## src/rtl/mem_map_decoder.sv

```systemverilog
// mem_map_decoder
//   Address decoder and read-data interconnect for the 65C02 system bus.
//   It decodes NUM_REGIONS address windows, each with its own base,
//   inclusive last address and wait-state count. It stretches slow
//   accesses through cpu_rdy and registers the read-mux select so that it
//   lines up with synchronous device outputs. Unmapped reads return
//   DEFAULT_DATA, which is a NOP opcode.
//
// Ports
//   clk        in   system clock (phi2)
//   resb       in   asynchronous active-low reset
//   cpu_addr   in   CPU address bus
//   cpu_we     in   CPU write enable
//   cpu_rdy    out  CPU ready, low stalls the CPU (forced high in reset)
//   cpu_di     out  read data to the CPU
//   dev_sel    out  one-hot combinational chip enable per region
//   dev_we     out  per-region write strobe, completing cycle only
//   dev_rdata  in   packed device read data, region i at [i*DATA_W +: DATA_W]
//   addr_q     out  registered external address pads
//   unmapped   out  one-cycle flag for a completed unmapped access
//
// State table
//   ST_RUN  | idle or zero-wait access; loads cnt when a wait region is hit
//   ST_WAIT | stretching an access; cpu_rdy rises when cnt reaches zero
module mem_map_decoder #(
  parameter int NUM_REGIONS = 4,
  parameter int ADDR_W      = 16,
  parameter int DATA_W      = 8,
  parameter logic [NUM_REGIONS*ADDR_W-1:0] REGION_BASE =
    {16'h9000, 16'hC000, 16'h8000, 16'h0000},
  parameter logic [NUM_REGIONS*ADDR_W-1:0] REGION_LAST =
    {16'h9FFF, 16'hFFFF, 16'h800F, 16'h7FFF},
  parameter logic [NUM_REGIONS*4-1:0] REGION_WAIT =
    {4'd3, 4'd0, 4'd2, 4'd0},
  parameter logic [DATA_W-1:0] DEFAULT_DATA = 8'hEA
) (
  input  logic                          clk,
  input  logic                          resb,
  input  logic [ADDR_W-1:0]             cpu_addr,
  input  logic                          cpu_we,
  output logic                          cpu_rdy,
  output logic [DATA_W-1:0]             cpu_di,
  output logic [NUM_REGIONS-1:0]        dev_sel,
  output logic [NUM_REGIONS-1:0]        dev_we,
  input  logic [NUM_REGIONS*DATA_W-1:0] dev_rdata,
  output logic [ADDR_W-1:0]             addr_q,
  output logic                          unmapped
);

  localparam int IDX_W = (NUM_REGIONS > 1) ? $clog2(NUM_REGIONS) : 1;

  typedef enum logic {ST_RUN, ST_WAIT} state_t;

  typedef struct packed {
    logic [IDX_W-1:0] idx;
    logic             valid;
    logic             rd;
  } sel_t;

  state_t           state_q, state_d;
  logic [3:0]       cnt_q, cnt_d;
  sel_t             sel_q, sel_d;
  logic [ADDR_W-1:0] addr_d;
  logic             unmapped_q, unmapped_d;

  logic             hit;
  logic [IDX_W-1:0] hit_idx;
  logic [3:0]       wait_w;
  logic             rdy_fsm;

  // Scan from the top index down so the lowest matching region overrides.
  always_comb begin
    hit     = 1'b0;
    hit_idx = '0;
    for (int i = NUM_REGIONS - 1; i >= 0; i--) begin
      if (cpu_addr >= REGION_BASE[i*ADDR_W +: ADDR_W] &&
          cpu_addr <= REGION_LAST[i*ADDR_W +: ADDR_W]) begin
        hit     = 1'b1;
        hit_idx = IDX_W'(i);
      end
    end
  end

  always_comb begin
    dev_sel = '0;
    if (hit) dev_sel[hit_idx] = 1'b1;
  end

  assign wait_w = hit ? REGION_WAIT[int'(hit_idx)*4 +: 4] : 4'd0;

  always_comb begin
    state_d = state_q;
    cnt_d   = cnt_q;
    rdy_fsm = 1'b1;
    case (state_q)
      ST_RUN: begin
        rdy_fsm = (wait_w == 4'd0);
        if (wait_w != 4'd0) begin
          state_d = ST_WAIT;
          cnt_d   = wait_w - 4'd1;
        end
      end
      ST_WAIT: begin
        rdy_fsm = (cnt_q == 4'd0);
        if (cnt_q == 4'd0) state_d = ST_RUN;
        else               cnt_d   = cnt_q - 4'd1;
      end
      default: state_d = ST_RUN;
    endcase
  end

  // The CPU must never stall while reset is held. Gating the write strobe
  // with resb keeps a forced-ready reset cycle from looking like a write.
  assign cpu_rdy = rdy_fsm | ~resb;
  assign dev_we  = dev_sel & {NUM_REGIONS{cpu_we & rdy_fsm & resb}};

  assign sel_d      = '{idx: hit_idx, valid: hit, rd: ~cpu_we};
  assign addr_d     = rdy_fsm ? cpu_addr : addr_q;
  assign unmapped_d = ~hit & rdy_fsm;

  // Select is one cycle behind the address to match synchronous devices.
  assign cpu_di = (sel_q.valid && sel_q.rd)
                  ? dev_rdata[int'(sel_q.idx)*DATA_W +: DATA_W]
                  : DEFAULT_DATA;

  assign unmapped = unmapped_q;

  always_ff @(posedge clk or negedge resb) begin
    if (!resb) begin
      state_q    <= ST_RUN;
      cnt_q      <= 4'd0;
      sel_q      <= '0;
      addr_q     <= '0;
      unmapped_q <= 1'b0;
    end else begin
      state_q    <= state_d;
      cnt_q      <= cnt_d;
      sel_q      <= sel_d;
      addr_q     <= addr_d;
      unmapped_q <= unmapped_d;
    end
  end

endmodule

```

## config.mk

```make
export PLATFORM = sky130hd
export DESIGN_NAME = mem_map_decoder
export DESIGN_NICKNAME = d
export VERILOG_FILES = /design/src/rtl/mem_map_decoder.sv
export SDC_FILE = /design/constraint.sdc
export NUM_CORES = 1
export LEC_CHECK = 0
export ABC_AREA = 1
export BUFFER_PORTS_ARGS = -buffer_cell sky130_fd_sc_hd__buf_2
export CAP_MARGIN = 20
export CORE_ASPECT_RATIO = 1.4
export CORE_MARGIN = 2
export CORE_UTILIZATION = 46
export CTS_CLUSTER_SIZE = 30
export DETAILED_ROUTE_END_ITERATION = 10
export PLACE_DENSITY_LB_ADDON = 0.12
export SYNTH_ARGS = -nofsm -noshare
export SYNTH_HDL_FRONTEND = slang
export SYNTH_SLANG_ARGS = --single-unit
```

## constraint.sdc

```tcl
create_clock -name clk -period 3 [get_ports clk]
set_input_delay 0.3 -clock clk [delete_from_list [all_inputs] [get_ports clk]]
set_output_delay 0.3 -clock clk [all_outputs]
set_load 0.005 [all_outputs]
```

==> flow_metrics.py, run 1 <==
metrics = {
    "logic_synthesis": {
        "synthDistinctLibCells": 19,
        "yosys.area_share.xor_xnor_pct": 0.613,
        "synthesis.instances": 191,
        "synth_edf_count": 0,
        "yosys_warnings": 0,
        "postSynthRegisterBits": 26,
        "syn-cell-area_um2": 1430,
        "post_synth_fa_ha_maj_area_fraction_pct": 0.876,
        "synth_compound_area_share_pct": 11.8,
        "postSynthAreaPerCell_um2": 7.47,
        "syn_nets": 243,
        "synth_simple_gate_area_share_pct": 32.5,
        "synthMuxAreaShare_pct": 0,
        "async_flop_share_pct": 100,
        "synth_ff_type": "dfrtp_1",
        "seq_area_frac_synth_pct": 45.6,
        "synth_top_family_by_area": "simple AND/OR/NAND/NOR gates",
    },
    "place": {
        "dp_hpwl_um": 2810,
        "pre_cts_slack_ns": 1.09,
        "detailed_place.area_um2": 1840,
        "portBuffers": 84,
        "gpl.final_weighted_congestion": 0.818,
    },
    "setup_path": {
        "worstPathArrival_ns": 1.90,
        "crit_path_start_kind": "flip-flop",
        "cells_traversed_along_the_worst_timing_path": "nor3_1, o21a_1, nand4_1, nor2_1, buf_2",
        "cp.buffers_inverters": 1,
        "worst_path_max_delay_cell": "o21a_1",
        "crit_type": "reg2out",
        "worst_path_dominant_cell_family": "simple AND/OR/NAND/NOR gates",
        "critical_path_required_ns": 2.70,
        "setup.worst_path.end_class": "output pin",
        "worst-path-max-fanout": 15,
        "crit_path_max_incr_delay_ns": 0.50,
    },
    "global_routing": {
        "grt_max_degree": 30,
        "grt_pass1_vias": 1391,
        "groute.layer.met3.usage_pct": 3.42,
        "global_route.overflow_total": 0,
        "global_route.usage.met2_pct": 37.4,
        "globalRouteTotalUtil_pct": 20.2,
        "antenna_found_initial": 0,
        "wire_length_of_the_first_global_routing_pass_um": 5660,
        "top_usage_layer": "met2",
        "grtUsageMet1_pct": 22.3,
    },
    "power_and_ir_drop": {
        "power.switching_fraction_pct": 38.8,
        "power.internal_w": 0.000885,
        "part_of_the_power_in_combinational_logic_pct": 45.1,
        "seq_power_share_pct": 39.7,
        "ir_worst_vdd_v": 0.000689,
        "switchingPower_w": 0.000561,
        "power.leakage_nw": 1.10,
        "clock_power_share_pct": 15.2,
        "power_w": 0.00145,
        "power.density_cell_area_nw_per_um2": 763,
    },
    "finish": {
        "ff_latch_area_um2": 651,
        "mostFrequentLayoutCell": "buf_2",
        "multiInputGateArea_um2": 654,
        "area_growth_syn_to_layout_pct": 32.7,
        "drive_gt1_share_pct": 34.7,
        "fillerInstances": 292,
        "final_design_area_no_fill_um2": 1890,
        "layout_common_cells": "buf_2 (84), nor2_1 (44), nand2_1 (41), dfrtp_1 (26), o21ai_0 (18)",
        "insertedDiodeCount": 0,
        "final_nets": 324,
    },
    "timing": {
        "slew-limit-headroom_pct": 62.7,
        "fmax_mhz": 454,
        "setup_ws_ns": 0.795,
        "fin_skew_ns": 0.00545,
        "setup_total_negative_slack_ns": 0,
        "final_hold_viol_count": 0,
        "tightestPinTransition_ns": 0.559,
        "rsz0062_at_grt": "no",
        "setup_viol_count_final": 0,
        "period_needed_ns": 2.20,
        "final_min_period_over_clock_period_pct": 73.5,
        "maxSlewViolCount": 0,
    },
    "min_path": {
        "hold_path_class": "in2async",
    },
    "drt": {
        "route.antenna.remaining_nets": 0,
        "detail_route.vias_per_cell": 4.89,
        "drc": 0,
        "route.final.wire_length_um": 3580,
        "iter_0_drt_violations": 56,
        "post_dr_wirelength_cell_um": 11.6,
        "drt_pre_antenna_iters": 4,
        "total_number_of_vias": 1507,
    },
    "floorplan": {
        "core.rowCount": 23,
        "dieArea_um2": 3570,
        "boundaryPins": 85,
        "die_h_um": 69.9,
        "floorplan.initialDensity_pct": 49.1,
        "die_width_um": 51.1,
        "placeableCoreArea_um2": 2910,
    },
    "clocking": {
        "clock_tree.htree_level_count": 1,
        "cts.repair.resized": 0,
        "max-clock-path-buffers": 2,
        "clkSlewWorstSetupHoldPaths_ns": 0.09,
        "cts_num_sinks": 26,
        "cts-buffers-inserted": 3,
        "cts_tree": "built",
        "postCtsSetupRepairBufs": 0,
        "postCtsHoldBufs": 0,
        "clock-root-buffer": "clkbuf_8",
        "worst_skew_pair.late_latency_ns": 0.26,
    },
    "outcome": {
        "status": "finished clean",
    },
    "run": {
        "cap_violations": 0,
    },
}
[path summary, 6_finish.rpt]
| check | startpoint | to | slack (ns) | cells after the start |
|---|---|---|---|---|
| worst max-delay path | cnt_q[0] | dev_we[2] | 0.80 | 5 |
| worst min-delay path | resb | addr_q[3] | 0.01 | 2 |
| worst max register to register | cnt_q[0] | addr_q[13] | 1.30 | 5 |
| worst min register to register | addr_q[2] | addr_q[2] | 0.47 | 2 |
| max in group asynchronous | resb | addr_q[14] | 2.74 | 2 |
| min in group clk | cpu_we | sel_q[0] | 0.19 | 2 |
[stage by stage]
step	utilization, %	cells	hold slack, ns
2_1_floorplan	-	191	0.00441
3_3_place_gp	63.3	304	0.311
3_5_place_dp	63.3	304	0.315
4_1_cts	65.2	308	0.0209
5_1_grt	65.2	308	0.0439
6_report	65.2	308	0.0114
[kinds of logic (layout without fill, tap and decap cells)]
kind of cell,Yosys count,in the layout
compound gates,29,29
xor+xnor,1,1
fa+ha+maj,1,1
simple gates,109,109
flops,26,26
buf+inv,25,105
[per-layer routing]
metal	routed length, um	up-vias
met4	34	0
met2	1870	51
li1	-	775
met5	0	-
met1	1430	677
met3	245	4
[worst register-to-register path, delay by kind of cell, from the launching register on]
family	cells	cell delay (ns)
AND/OR/NAND/NOR	3	0.59
flip-flops	1	0.40
AO/OA/AOI/OAI	2	0.58
[sequential cells by signal, summed over array words and instances, names as in the netlist]
name and cells:
addr_q 16, sel_q 4, state_q 1, cnt_q 4
unmapped 1
[cells in the mapped netlist, types with 2 or more instances]
cell	count	area, um^2
a21oi_1	4	20.0
buf_2	5	25.0
buf_8	2	30.0
clkbuf_1	2	7.51
dfrtp_1	26	651
inv_1	16	60.1
nand2_1	41	154
nand2_2	2	12.5
nand2_4	3	33.8
nand3_1	15	75.1
nand4_1	3	18.8
nor2_1	44	165
o21ai_0	18	90.1
o311ai_0	5	43.8
[area by class of cell]
type | count | share of cell area, %
inverter | 16 | 3.17
tap | 37 | 2.44
clock buffer | 4 | 2.91
multi-input combinational | 140 | 34.5
sequential | 26 | 34.3
timing repair buffer | 85 | 22.6
[power by group through the flow]
stage,Sequential (W),Combinational (W),Clock [W]
floorplan,0.000585,0.000482,0
global placement,0.000581,0.000654,0
detailed placement,0.000581,0.000666,0
CTS,0.000575,0.000666,0.000227
global route,0.000590,0.000753,0.000238
finish,0.000574,0.000652,0.000220
(Power assumes the default switching activity.)
==> run 2: changes to the inputs <==
--- a/config.mk
+++ b/config.mk
@@ -5,12 +5,12 @@
 export SDC_FILE = /design/constraint.sdc
 export NUM_CORES = 1
 export LEC_CHECK = 0
-export ABC_AREA = 1
+export ABC_AREA = 0
 export BUFFER_PORTS_ARGS = -buffer_cell sky130_fd_sc_hd__buf_2
 export CAP_MARGIN = 20
 export CORE_ASPECT_RATIO = 1.4
 export CORE_MARGIN = 2
-export CORE_UTILIZATION = 46
+export CORE_UTILIZATION = 43
 export CTS_CLUSTER_SIZE = 30
 export DETAILED_ROUTE_END_ITERATION = 10
 export PLACE_DENSITY_LB_ADDON = 0.12
==> constraint.sdc (replaced) <==
create_clock -name clk -period 2.2 [get_ports clk]
set_input_delay 0.22 -clock clk [delete_from_list [all_inputs] [get_ports clk]]
set_output_delay 0.22 -clock clk [all_outputs]
set_load 0.005 [all_outputs]
==> flow_metrics.py, run 2 <==
metrics = {
    "logic_synthesis": {
        "async_flop_share_pct": 100,
        "postSynthRegisterBits": 26,
        "syn_nets": 168,
        "yosys.cell_count.top_type": "dfrtp_1",
        "synthMuxAreaShare_pct": 27.1,
        "post_synth_fa_ha_maj_area_fraction_pct": 0.870,
        "synth_edf_count": 0,
        "yosys.area_share.xor_xnor_pct": 0,
        "seq_area_frac_synth_pct": 45.2,
        "postSynthAreaPerCell_um2": 12.4,
        "synth_top_family_by_area": "multiplexers",
        "synth_simple_gate_area_share_pct": 14.9,
        "synth_compound_area_share_pct": 5.57,
        "yosysTopAreaCellShare_pct": 45.2,
        "synthesis.instances": 116,
        "syn-cell-area_um2": 1440,
        "yosys_warnings": 0,
        "post_synth_main_area_contributors": "dfrtp_1 (45%), mux4_2 (13%), mux2_4 (11%)",
        "yosys_top_cell_by_area": "dfrtp_1",
        "synth_ff_type": "dfrtp_1",
        "yosys-top-cells-count": "dfrtp_1 (26), mux2_4 (11), mux4_2 (8), nor3_1 (8)",
        "synthDistinctLibCells": 34,
    },
    "floorplan": {
        "placeableCoreArea_um2": 3150,
        "dieArea_um2": 3830,
        "floorplan.initialDensity_pct": 45.6,
        "die_h_um": 72.4,
        "die_width_um": 52.9,
        "core.rowCount": 24,
        "boundaryPins": 85,
    },
    "setup_path": {
        "setup.worst_path.end_class": "output pin",
        "crit_type": "reg2out",
        "startpoint": "cnt_q[1]",
        "worst_path_max_delay_cell": "o41a_1",
        "crit_path_max_incr_delay_ns": 0.44,
        "regToRegStartpoint": "cnt_q[1]",
        "cp.buffers_inverters": 2,
        "worst-path-max-fanout": 5,
        "crit_path_start_kind": "flip-flop",
        "cells_traversed_along_the_worst_timing_path": "o41a_1, a21o_1, or2_4, buf_6, nor3_4, buf_2",
        "worst_path_dominant_cell_family": "compound AO/OA/AOI/OAI gates",
        "critical_path_required_ns": 1.98,
        "worstPathArrival_ns": 1.93,
    },
    "finish": {
        "max_flop_register": "addr_q",
        "layout_common_cells": "buf_2 (85), dfrtp_1 (25), mux2_4 (11), buf_4 (11), mux4_2 (8)",
        "layout_top_registers": "addr_q (16), cnt_q (4), sel_q (4)",
        "largest_reg_flops": 16,
        "mostFrequentLayoutCell": "buf_2",
        "final_design_area_no_fill_um2": 2040,
        "final_nets": 264,
        "area_growth_syn_to_layout_pct": 41.8,
        "drive_gt1_share_pct": 64.5,
        "insertedDiodeCount": 0,
        "fillerInstances": 267,
    },
    "timing": {
        "final_min_period_over_clock_period_pct": 97.7,
        "slew-limit-headroom_pct": 74.4,
        "rsz0062_at_grt": "yes",
        "fmax_mhz": 465,
        "setup_total_negative_slack_ns": 0,
        "tightestPinTransition_ns": 0.384,
        "final_hold_viol_count": 0,
        "period_needed_ns": 2.15,
        "hold_ws_ns": 0.0966,
        "maxSlewViolCount": 0,
        "setup_viol_count_final": 0,
        "fin_skew_ns": 0.00503,
    },
    "drt": {
        "drt_pre_antenna_iters": 4,
        "iter_0_drt_violations": 19,
        "route.antenna.remaining_nets": 0,
        "met2WireLength_um": 1930,
        "total_number_of_vias": 1311,
        "route.final.wire_length_um": 3660,
        "post_dr_wirelength_cell_um": 14.6,
        "detail_route.vias_per_cell": 5.24,
        "detail_route.wirelength.met1_um": 1350,
        "drc": 0,
        "dr_wl_met3_um": 338,
        "dr.max_layer_used": "met4",
    },
    "power_and_ir_drop": {
        "power.internal_w": 0.00138,
        "power_w": 0.00206,
        "power.density_cell_area_nw_per_um2": 1010,
        "clock_power_share_pct": 14.9,
        "power.leakage_nw": 1.05,
        "power.switching_fraction_pct": 32.9,
        "ir_worst_vdd_v": 0.000795,
        "switchingPower_w": 0.000677,
        "part_of_the_power_in_combinational_logic_pct": 46.9,
        "seq_power_share_pct": 38.2,
    },
    "clocking": {
        "worst_skew_pair.late_latency_ns": 0.27,
        "cts_tree": "built",
        "cts-buffers-inserted": 3,
        "max-clock-path-buffers": 2,
        "clock_tree.htree_level_count": 1,
        "cts_num_sinks": 26,
        "clock-root-buffer": "clkbuf_8",
        "clkSlewWorstSetupHoldPaths_ns": 0.09,
    },
    "global_routing": {
        "globalRouteTotalUtil_pct": 19.9,
        "global_route.overflow_total": 0,
        "antenna_found_initial": 0,
        "grt_pass1_vias": 1316,
        "wire_length_of_the_first_global_routing_pass_um": 5720,
        "grt_max_degree": 19,
    },
    "min_path": {
        "hold_path_class": "in2reg",
        "hp-start": "cpu_we",
    },
    "place": {
        "dp_hpwl_um": 2840,
        "portBuffers": 84,
        "detailed_place.area_um2": 1880,
        "gpl.final_weighted_congestion": 0.704,
    },
    "outcome": {
        "status": "finished clean",
    },
    "run": {
        "cap_violations": 0,
    },
}
==> run 2: changes by cell type after synthesis, sizes merged, moves of 5 or more <==
cell	delta
mux2	+15
nor3	+7
nor2	-40
nand2	-39
or2	+6
o21ai	-17
nand3	-14
inv	-8
o311ai	-5
mux4	+8
==> run 2: cells by family after synthesis <==
kind of cell	Yosys count
buffers and inverters	15
adder cells (fa/ha/maj)	1
AND/OR/NAND/NOR	39
flip-flops	26
AO/OA/AOI/OAI	12
multiplexers	23
==> run 2: path summary, 6_finish.rpt <==
check | to | slack [ns] | depth (start not counted)
max | dev_we[1] | 0.05 | 6
min | sel_q[0] | 0.1 | 2
max reg2reg | addr_q[1] | 0.18 | 7
min reg2reg | addr_q[14] | 0.51 | 1
max in group asynchronous | addr_q[10] | 1.31 | 3
min in group asynchronous | addr_q[15] | 0.40 | 2
==> run 2: repair_timing <==
action	CTS	global route
setup endpoints to repair	4	5
hold endpoints to repair	15	0
hold buffers	1	0
buffers inserted	4	3
resized for setup	2	6
pin swaps	1	2
cloned	0	1
==> run 2: routing by layer <==
layer,track usage (%),up-vias
li1,-,612
met1,20.5,629
met4,7.98,0
met5,0,-
met2,37.9,64
met3,3.70,6
==> run 2: per-stage QoR <==
stage                     std cells  util, %  worst slack [ns]
final                           250     64.7            0.0515
after detailed placement        237     59.8             0.187
after global routing            250     64.7           -0.0385
after floorplan                 116        -             0.293
after global placement          237     59.8             0.258
after CTS                       246     63.1           0.00670
==> run 2: layout make-up <==
cell class,count,area [um^2],area share [%]
clock buffers,4,55.1,2.70
inverters,8,30.0,1.47
multi-input cells,75,726,35.6
flip-flops and latches,26,652,31.9
well taps,39,48.8,2.39
repair buffers,98,529,25.9
==> run 2: worst register-to-register path, stage by stage (launching register included) <==
cell and delay [ns]:
dfrtp_1 0.39, o41a_1 0.44, a21o_1 0.17, or2_4 0.24
buf_4 0.13, buf_2 0.15, buf_4 0.14, mux2_2 0.26
==> run 2: power groups by stage <==
| stage | combinational [W] | sequential (W) | clock, W |
|---|---|---|---|
| after floorplan | 0.000594 | 0.000773 | 0 |
| after global placement | 0.000801 | 0.000786 | 0 |
| after detailed placement | 0.000821 | 0.000794 | 0 |
| after CTS | 0.000891 | 0.000783 | 0.000313 |
| after global routing | 0.00104 | 0.000809 | 0.000334 |
| final | 0.000964 | 0.000786 | 0.000306 |
